==> config.mk <==
export PLATFORM = sky130hd
export DESIGN_NAME = hdlc_receiver
export DESIGN_NICKNAME = d
export VERILOG_FILES = /design/src/rtl/hdlc_receiver.sv
export SDC_FILE = /design/constraint.sdc
export NUM_CORES = 1
export LEC_CHECK = 0
export ABC_AREA = 0
export BUFFER_PORTS_ARGS = -buffer_cell sky130_fd_sc_hd__clkbuf_2
export CORE_UTILIZATION = 50
export CTS_BUF_LIST = sky130_fd_sc_hd__clkbuf_8
export CTS_CLUSTER_SIZE = 8
export DETAILED_ROUTE_END_ITERATION = 7
export PLACE_DENSITY = 0.71
export SYNTH_ARGS = -nofsm -noshare
export SYNTH_HDL_FRONTEND = slang
export SYNTH_SLANG_ARGS = --single-unit
==> constraint.sdc <==
create_clock -name CLK -period 4.15 [get_ports CLK]
set_input_delay 0.2075 -clock CLK [delete_from_list [all_inputs] [get_ports CLK]]
set_output_delay 0.2075 -clock CLK [all_outputs]
set_load 0.01 [all_outputs]
==> src/rtl/hdlc_receiver.sv <==
// HDLC receive path: RX synchronizer, bit timing, zero destuffing, flag/abort detection,
// LSB-first byte assembly and a first-word-fall-through receive FIFO with sticky status.
module hdlc_receiver #(
  parameter int unsigned DEPTH = 16,
  parameter int unsigned CW    = 5
) (
  input  logic          CLK,
  input  logic          NRST,
  input  logic          RX,
  input  logic [7:0]    BAUD,
  input  logic          EN,
  input  logic          RD,
  input  logic          CLR,
  output logic [7:0]    DOUT,
  output logic          RXEMPTY,
  output logic          RXFULL,
  output logic [CW-1:0] COUNT,
  output logic          OVERRUN,
  output logic          FRAMEERR,
  output logic          ABORT,
  output logic          FRAMEDONE
);

  localparam int unsigned AW  = $clog2(DEPTH);
  localparam int unsigned TW  = 8;
  localparam int unsigned DLW = 6;

  typedef enum logic {HUNT = 1'b0, OPEN = 1'b1} state_t;

  state_t         state, state_n;
  logic           sync1, sync2, rx_prev;
  logic [TW-1:0]  timer, timer_n, period_c, half_c;
  logic           rx_edge_c, sample_c;
  logic [2:0]     ones, ones_n;
  logic           push_c, flag_c, abort_c;
  logic [DLW-1:0] dl, dl_n;
  logic [2:0]     dl_cnt, dl_cnt_n;
  logic [7:0]     shreg, shreg_n;
  logic [2:0]     bit_cnt, bit_cnt_n;
  logic           got_byte, got_byte_n;
  logic           wr_pend, wr_pend_n;
  logic [7:0]     wr_data, wr_data_n;
  logic           clear_c, done_c, set_ferr_c, set_abort_c;

  logic [7:0]     mem [DEPTH];
  logic [AW-1:0]  wr_ptr, rd_ptr, rd_ptr_n;
  logic [CW-1:0]  count_n;
  logic [7:0]     dout_n;
  logic           do_rd_c, wr_ok_c, set_ovr_c, head_new_c;

  // Bit timing: timer realigns on every line edge, samples at mid-bit
  always_comb begin
    period_c  = (BAUD < 8'd3) ? 8'd3 : BAUD;
    half_c    = period_c >> 1;
    rx_edge_c = sync2 ^ rx_prev;
    sample_c  = EN && (timer == half_c);
    timer_n   = timer + TW'(1);
    if (!EN || rx_edge_c || (timer == period_c)) timer_n = '0;
  end

  // Destuffer: classifies each sample as data push, stuffed zero, flag or abort
  always_comb begin
    ones_n  = ones;
    push_c  = 1'b0;
    flag_c  = 1'b0;
    abort_c = 1'b0;
    if (!EN) begin
      ones_n = '0;
    end else if (sample_c) begin
      if (ones < 3'd5) begin
        push_c = 1'b1;
        ones_n = sync2 ? ones + 3'd1 : 3'd0;
      end else if (ones == 3'd5) begin
        ones_n = sync2 ? 3'd6 : 3'd0;
      end else if (sync2) begin
        abort_c = 1'b1;
      end else begin
        flag_c = 1'b1;
        ones_n = '0;
      end
    end
  end

  // Framing: the 6-bit delay line hides the closing flag's leading 0 and five 1s
  always_comb begin
    state_n     = state;
    dl_n        = dl;
    dl_cnt_n    = dl_cnt;
    shreg_n     = shreg;
    bit_cnt_n   = bit_cnt;
    got_byte_n  = got_byte;
    wr_pend_n   = 1'b0;
    wr_data_n   = wr_data;
    clear_c     = 1'b0;
    done_c      = 1'b0;
    set_ferr_c  = 1'b0;
    set_abort_c = 1'b0;
    if (!EN) begin
      state_n = HUNT;
      clear_c = 1'b1;
    end else if (state == HUNT) begin
      if (flag_c) begin
        state_n = OPEN;
        clear_c = 1'b1;
      end
    end else if (abort_c) begin
      set_abort_c = 1'b1;
      state_n     = HUNT;
      clear_c     = 1'b1;
    end else if (flag_c) begin
      if (bit_cnt != 3'd0) set_ferr_c = 1'b1;
      else if (got_byte)   done_c     = 1'b1;
      clear_c = 1'b1;
    end else if (push_c) begin
      dl_n = {sync2, dl[DLW-1:1]};
      if (dl_cnt != 3'(DLW)) begin
        dl_cnt_n = dl_cnt + 3'd1;
      end else if (bit_cnt == 3'd7) begin
        wr_pend_n  = 1'b1;
        wr_data_n  = {dl[0], shreg[7:1]};
        bit_cnt_n  = '0;
        got_byte_n = 1'b1;
      end else begin
        shreg_n   = {dl[0], shreg[7:1]};
        bit_cnt_n = bit_cnt + 3'd1;
      end
    end
    if (clear_c) begin
      dl_n       = '0;
      dl_cnt_n   = '0;
      shreg_n    = '0;
      bit_cnt_n  = '0;
      got_byte_n = 1'b0;
    end
  end

  always_ff @(posedge CLK or negedge NRST) begin
    if (!NRST) begin
      sync1    <= 1'b1;
      sync2    <= 1'b1;
      rx_prev  <= 1'b1;
      timer    <= '0;
      ones     <= '0;
      state    <= HUNT;
      dl       <= '0;
      dl_cnt   <= '0;
      shreg    <= '0;
      bit_cnt  <= '0;
      got_byte <= 1'b0;
      wr_pend  <= 1'b0;
      wr_data  <= '0;
    end else begin
      sync1    <= RX;
      sync2    <= sync1;
      rx_prev  <= sync2;
      timer    <= timer_n;
      ones     <= ones_n;
      state    <= state_n;
      dl       <= dl_n;
      dl_cnt   <= dl_cnt_n;
      shreg    <= shreg_n;
      bit_cnt  <= bit_cnt_n;
      got_byte <= got_byte_n;
      wr_pend  <= wr_pend_n;
      wr_data  <= wr_data_n;
    end
  end

  // FIFO control; DOUT is registered with the head the FIFO will present next cycle
  always_comb begin
    do_rd_c    = RD && !RXEMPTY;
    wr_ok_c    = wr_pend && (!RXFULL || do_rd_c);
    set_ovr_c  = wr_pend && RXFULL && !do_rd_c;
    count_n    = COUNT + CW'(wr_ok_c) - CW'(do_rd_c);
    rd_ptr_n   = rd_ptr + AW'(do_rd_c);
    head_new_c = wr_ok_c && (COUNT == CW'(do_rd_c));
    dout_n     = mem[rd_ptr_n];
    if (count_n == '0) dout_n = '0;
    else if (head_new_c) dout_n = wr_data;
  end

  always_ff @(posedge CLK) begin
    if (wr_ok_c) mem[wr_ptr] <= wr_data;
  end

  always_ff @(posedge CLK or negedge NRST) begin
    if (!NRST) begin
      wr_ptr    <= '0;
      rd_ptr    <= '0;
      COUNT     <= '0;
      RXEMPTY   <= 1'b1;
      RXFULL    <= 1'b0;
      DOUT      <= '0;
      OVERRUN   <= 1'b0;
      FRAMEERR  <= 1'b0;
      ABORT     <= 1'b0;
      FRAMEDONE <= 1'b0;
    end else begin
      wr_ptr    <= wr_ptr + AW'(wr_ok_c);
      rd_ptr    <= rd_ptr_n;
      COUNT     <= count_n;
      RXEMPTY   <= (count_n == '0);
      RXFULL    <= (count_n == CW'(DEPTH));
      DOUT      <= dout_n;
      OVERRUN   <= set_ovr_c   | (OVERRUN  & ~CLR);
      FRAMEERR  <= set_ferr_c  | (FRAMEERR & ~CLR);
      ABORT     <= set_abort_c | (ABORT    & ~CLR);
      FRAMEDONE <= done_c;
    end
  end

endmodule
==> reports/metrics.yaml, run 1 <==
timing.rr.start: "RXEMPTY$_DFF_PN1_"
dr.pass1.iters: 4
r2r_slack_ns: 0.81
fin_cells: 803
cts_tree: "yes"
clk_latency_ns: 0.47
p_leak_uw: 0.00401
core-area_um2: 16600
drc: 0
yosysMostFrequentCell: "edfxtp_1"
synth_edf_count: 128
cp_num_buf_inv: 3
maxCapViolCount: 0
drive_gt1_frac: 0.225
pwr-share-seq: 0.481
grt_pass1_wl_mm: 25.1
dp_hpwl_mm: 10.2
wl_per_cell_um: 19.1
fp.dieArea_um2: 17600
root_buffer: "clkbuf_8"
grt_use_total: 0.190
peakVddDrop_uv: 647
n_fill_cell: 1283
avgSynthCellArea_um2: 16.1
synthCells: 528
rows: 47
n_antenna_cell: 0
grt_max_degree: 49
ys_types: 60
grt_pass1_vias: 4699
antenna_found_initial: 0
worstSetupEndpointType: "flop"
syn_nets: 561
gr-total-overflow: 0
power.switching_uw: 1370
rsz0062_at_grt: "no"
cpPeakStageDelay_ns: 0.76
worstHoldStart: "CLR"
skew_ns: 0.0193
syn_area_um2: 8510
io_buffers: 32
setup-tns-final_ns: 0
combinationalPowerShare: 0.248
area_delta_synth_final_pct: 9.94
hold_depth: 3
layout.nets: 603
slowest_stage: "nor4b_2"
r2r_cells: 12
worstPathArrival_ns: 3.66
setup_viol: 0
path_cells: "nand2b_1 > nand2_1 > nand2_1 > ha_1 > inv_1 > ha_1 > inv_1 > fa_1 > inv_1 > or3_1 > nor4b_2 > nor2_1"
min_to: "OVERRUN$_DFF_PN0_"
critPathLaunchType: "flop"
h-tree-depth: 4
hold_path.class: "primary input to flop"
slew_violations: 0
synth-main-ff-cell: "edfxtp_1"
hold_viol: 0
num_vias: 4466
status: "finished, final reports clean"
crit_fanout: 9
p_int_uw: 3230
p_per_area_nw_per_um2: 492
utilization: 0.564
drt-vias-per-instance: 5.56
synth_top_cell_by_area: "edfxtp_1"
slew_headroom: 0.276
numCtsBuffers: 17
clkPwrFrac: 0.271
boundaryPins: 33
cts_setup_buffers: 0
r2r-end: "DOUT[2]$_DFF_PN0_"
crit_family: "simple AND/OR/NAND/NOR gates"
async_flop_share: 0.357
die_w_um: 132
cts_buffer_depth: 2
fmax_ghz: 0.300
period_share: 0.804
ys_warn_count: 0
synth.yosys.seq_area_share: 0.661
drt-total-wl_mm: 15.3
cp.required_ns: 4.47
synthTopCellsByCount: "edfxtp_1 (128), dfrtp_1 (67), nor2_1 (40), mux2i_1 (39), mux4_2 (32)"
synthTopCellsByArea: "edfxtp_1 (45%), dfrtp_1 (20%), mux4_2 (8.5%), mux2i_1 (4.6%), ha_1 (2.6%)"
drtAntennaViolNets: 0
start_util: 0.513
cts_sinks: 199
worstMarginPinSlew_ns: 1.07
yosysTopAreaCellShare: 0.451
numPlacedInstances: 769
finalWorstPathRequiredPeriod_ns: 3.34
switching_share: 0.298
path_clk_slew_ns: 0.10
path_common_cell: "inv_1"
die_h_um: 132
place_congestion: 0.791
drt-initial-drc-count: 303
critPathKind: "flop to flop"
ys_ff_latch: 199
==> flip-flops by register name, indices dropped and copies added (netlist names), 3 cells and up <==
| register | count |
|---|---|
| rd_ptr | 4 |
| COUNT | 5 |
| bit_cnt | 3 |
| mem | 128 |
| dl_cnt | 3 |
| timer | 8 |
| dl | 6 |
| DOUT | 8 |
| ones | 3 |
| shreg | 7 |
| wr_ptr | 4 |
| wr_data | 8 |
==> cell usage in the layout, fill, tap and decap left out, types with 3 or more instances in the layout <==
cell and count:
nor3_1 6, mux4_2 32, o21ai_0 9, ha_1 17, xor2_1 21, nand3b_1 3, mux2_2 8, dfstp_2 4
dfrtp_1 67, o22ai_1 7, or3_1 4, buf_4 8, nor2_1 40, inv_4 3, clkbuf_2 31, a21oi_1 10
clkbuf_8 19, mux2i_1 39, nand3_1 14, xnor2_1 8, o31ai_1 7, inv_1 28, edfxtp_1 128, inv_6 3
nand2_1 8, nand2b_1 4
==> worst max-delay path by stage <==
stage | end | slack, ns | startpoint | cells after the start
after global placement | DOUT[6]$_DFF_PN0_ | 0.88 | RXEMPTY$_DFF_PN1_ | 12
after floorplan | DOUT[0]$_DFF_PN0_ | 1.16 | RXEMPTY$_DFF_PN1_ | 12
after detailed placement | DOUT[5]$_DFF_PN0_ | 0.84 | RXEMPTY$_DFF_PN1_ | 12
after global routing | DOUT[2]$_DFF_PN0_ | 0.53 | RXEMPTY$_DFF_PN1_ | 12
after CTS | DOUT[5]$_DFF_PN0_ | 0.80 | RXEMPTY$_DFF_PN1_ | 12
final | DOUT[2]$_DFF_PN0_ | 0.81 | RXEMPTY$_DFF_PN1_ | 12
==> through the flow <==
step	setup WS (ns)	power (uW)	area [um2]	hold WS [ns]
after global placement	0.879	3390	8930	0.207
after detailed placement	0.835	3420	8930	0.232
after CTS	0.795	4660	9360	0.0609
after global routing	0.530	4830	9360	0.0923
after floorplan	1.16	3100	8510	-0.0881
final	0.811	4600	9360	0.0861
==> power groups by stage <==
stage / logic (uW) / registers (uW) / clock network (uW)
final: 1140 / 2220 / 1250
after global routing: 1240 / 2220 / 1360
after CTS: 1170 / 2220 / 1270
after detailed placement: 1160 / 2260 / 0
after global placement: 1130 / 2250 / 0
after floorplan: 840 / 2260 / 0
==> area by class of cell <==
class                      count  area (um2)  area share
clock inverter                13         145      0.0155
sequential                   199        5630       0.601
timing repair buffer          43         260      0.0278
tap                          220         275      0.0294
multi-input combinational    282        2690       0.287
inverter                      27         104      0.0111
clock buffer                  19         262      0.0279
==> metal layers <==
| metal | up-vias | routed length [um] | global-route usage |
|---|---|---|---|
| met5 | - | 0 | 0 |
| met2 | 75 | 7940 | 0.331 |
| met3 | 15 | 508 | 0.0368 |
| li1 | 2080 | - | - |
| met4 | 0 | 160 | 0.0600 |
| met1 | 2296 | 6730 | 0.242 |
==> worst reg2reg max path: cells and delay by family (launching register included) <==
family / cells / cell delay (ns)
buf+inv: 3 / 0.17
simple gates: 6 / 1.63
fa+ha+maj: 3 / 0.86
flops: 1 / 0.54
==> cell families after synthesis <==
kind of cell,Yosys count,synth area share
flip-flops,199,0.661
AND/OR/NAND/NOR,99,0.0635
multiplexers,80,0.143
AO/OA/AOI/OAI,54,0.0485
buffers and inverters,47,0.0238
XOR/XNOR,30,0.0317
adder cells (fa/ha/maj),19,0.0288
==> what timing repair did <==
action / in CTS / in global routing
hold endpoints to repair: 23 / 0
resized for setup: 0 / 0
hold buffers: 2 / 0
Note: power is estimated with default switching activity, not from simulation.
==> run 2: changes to the inputs <==
clock period = 3.35 ns   (was 4.15 ns; I/O delays follow)
==> run 2 against run 1 <==
  * First-iteration DRC count is 13% higher
  * Non-clock buffer count increased by 4
  * Maximum frequency increased by 13%
  * Largest power group unchanged
  * Combinational power is 33% higher
  * Sequential share of layout area is 0.15 points lower
  * Critical path type unchanged
  * Power up 24%
  * Register-to-register slack worse by 0.42 ns
  * Critical endpoint is now DOUT[6]$_DFF_PN0_
==> reports/metrics.yaml, run 2 (synthesized netlist as in run 1, its figures left out) <==
hold_depth: 3  # unchanged
cts_sinks: 199  # unchanged
skew_ns: 0.00933  # -0.00999 ns
setup_viol: 0  # unchanged
cts_resized: 0  # unchanged
slowest_stage: "dfstp_2"
drt-total-wl_mm: 15.9  # +3.4%
finalWorstPathRequiredPeriod_ns: 2.96  # -0.377 ns
p_int_uw: 4030  # +25%
final_common_cell: "edfxtp_1"
cp.required_ns: 3.70  # -0.77 ns
clkPwrFrac: 0.256  # -0.015
rows: 47  # unchanged
antenna_found_initial: 0  # unchanged
cpPeakStageDelay_ns: 0.55  # -0.21 ns
critPathKind: "flop to flop"
fmax_ghz: 0.338  # +13%
cts_buffer_depth: 2  # unchanged
grt_max_degree: 34  # -31%
path_cells: "nand2b_1 > nand2_1 > nand2_1 > ha_1 > inv_1 > ha_1 > inv_1 > fa_1 > inv_1 > or3_1 > nor4b_2 > buf_4 > nor2_1"
path_common_cell: "inv_1"
maxCapViolCount: 0  # unchanged
n_antenna_cell: 0  # unchanged
drtAntennaViolNets: 0  # unchanged
grt_pass1_wl_mm: 26.0  # +3.4%
cts_tree: "yes"
whs_ns: 0.0245  # -0.0616 ns
crit_fanout: 9  # unchanged
critPathLaunchType: "flop"
largest_reg_flops: 128  # unchanged
wl_per_cell_um: 19.7  # +2.9%
numCtsBuffers: 17  # unchanged
r2r-end: "DOUT[6]$_DFF_PN0_"
core-area_um2: 16600  # unchanged
switching_share: 0.297  # about the same
ff_latch_area_um2: 5630  # unchanged
num_vias: 4469  # +0.067%
combinationalPowerShare: 0.264  # +0.016
p_per_area_nw_per_um2: 611  # +24%
drc: 0  # unchanged
cts_setup_buffers: 0  # unchanged
period_share: 0.884  # +0.0795
boundaryPins: 33  # unchanged
r2r_cells: 13  # +1
regMostFlops: "mem"
place_congestion: 0.792  # about the same
drt-initial-drc-count: 342  # +13%
status: "finished, final reports clean"
postCtsHoldBufs: 2  # unchanged
peakVddDrop_uv: 1040  # +61%
grt_pass1_vias: 4791  # +2.0%
die_h_um: 132  # unchanged
drive_gt1_frac: 0.228  # +0.00358
die_w_um: 132  # unchanged
rsz0062_at_grt: "no"
slew_headroom: 0.311  # +0.0352
worstHoldStart: "CLR"
root_buffer: "clkbuf_8"
dp_hpwl_mm: 10.8  # +5.8%
final_cell_mix: "edfxtp_1 (128), dfrtp_1 (67), nor2_1 (40)"
dr.pass1.iters: 4  # unchanged
layout.nets: 607  # +0.66%
drt-vias-per-instance: 5.54  # -0.43%
setup-tns-final_ns: 0  # unchanged
multi_input_area_um2: 2690  # unchanged
timing.rr.start: "RXEMPTY$_DFF_PN1_"
gr-total-overflow: 0  # unchanged
fp.dieArea_um2: 17600  # unchanged
clk_latency_ns: 0.46  # about the same
power.switching_uw: 1700  # +24%
grt_use_total: 0.199  # +0.00882
p_leak_uw: 0.00402  # +0.19%
worstMarginPinSlew_ns: 1.02  # -0.0520 ns
r2r_slack_ns: 0.39  # -0.42 ns
pwr-share-seq: 0.479  # -0.002
n_fill_cell: 1309  # +2.0%
h-tree-depth: 4  # unchanged
hold_viol: 0  # unchanged
hold_path.class: "primary input to flop"
area_delta_synth_final_pct: 10.2
path_clk_slew_ns: 0.09  # about the same
io_buffers: 32  # unchanged
slew_violations: 0  # unchanged
start_util: 0.513  # unchanged
worstSetupEndpointType: "flop"
worstPathArrival_ns: 3.31  # -0.35 ns
min_to: "OVERRUN$_DFF_PN0_"
==> run 2: cell types whose count changed in the layout (fill, tap and decap cells not counted), sizes merged <==
| cell | delta |
|---|---|
| clkinvlp | +2 |
| clkbuf | -2 |
| buf | +4 |
| clkinv | +4 |
| inv | -4 |
==> run 2: how the worst max path moves through the flow <==
stage,start,to,slack (ns),cells past startpoint
6_report,RXEMPTY$_DFF_PN1_,DOUT[6]$_DFF_PN0_,0.39,13
5_1_grt,RXEMPTY$_DFF_PN1_,DOUT[2]$_DFF_PN0_,0.20,13
4_1_cts,RXEMPTY$_DFF_PN1_,DOUT[6]$_DFF_PN0_,0.36,13
3_5_place_dp,RXEMPTY$_DFF_PN1_,DOUT[6]$_DFF_PN0_,0.39,13
3_3_place_gp,RXEMPTY$_DFF_PN1_,DOUT[3]$_DFF_PN0_,0.48,13
2_1_floorplan,RXEMPTY$_DFF_PN1_,DOUT[0]$_DFF_PN0_,0.36,12
==> run 2: power by group through the flow <==
stage / clock network, uW / registers [uW] / logic, uW
2_1_floorplan: 0 / 2800 / 1040
3_3_place_gp: 0 / 2790 / 1520
3_5_place_dp: 0 / 2800 / 1540
4_1_cts: 1490 / 2750 / 1550
5_1_grt: 1580 / 2760 / 1650
6_report: 1470 / 2750 / 1520
==> run 2: metrics by stage <==
step | worst slack (ns) | instances | cell area (um2) | util | power (uW)
after global routing | 0.196 | 807 | 9380 | 0.566 | 5990
after global placement | 0.478 | 773 | 8990 | 0.542 | 4320
after CTS | 0.360 | 807 | 9380 | 0.566 | 5790
after detailed placement | 0.387 | 773 | 8990 | 0.542 | 4340
final | 0.389 | 807 | 9380 | 0.566 | 5730
after floorplan | 0.363 | 528 | 8510 | - | 3840
==> run 2: worst max-delay path: cells and delay by family, from the launching register on <==
kind / cells / cell delay, ns
flops: 1 / 0.55
buf+inv: 4 / 0.36
fa+ha+maj: 3 / 0.86
simple gates: 6 / 1.07
==> run 2: metal layers <==
layer  global-route usage  share of wire  vias up
li1                     -              -     2073
met1                0.256           0.41     2285
met2                0.345           0.53      101
met3               0.0310          0.053       10
met4               0.0702          0.010        0
met5                    0              0        -
==> run 2: layout make-up <==
type,count,share of cell area
Sequential cell,199,0.600
Multi-Input combinational cell,282,0.286
Timing Repair Buffer,47,0.0336
Tap cell,220,0.0293
Clock buffer,17,0.0249
Clock inverter,15,0.0151
Inverter,27,0.0111
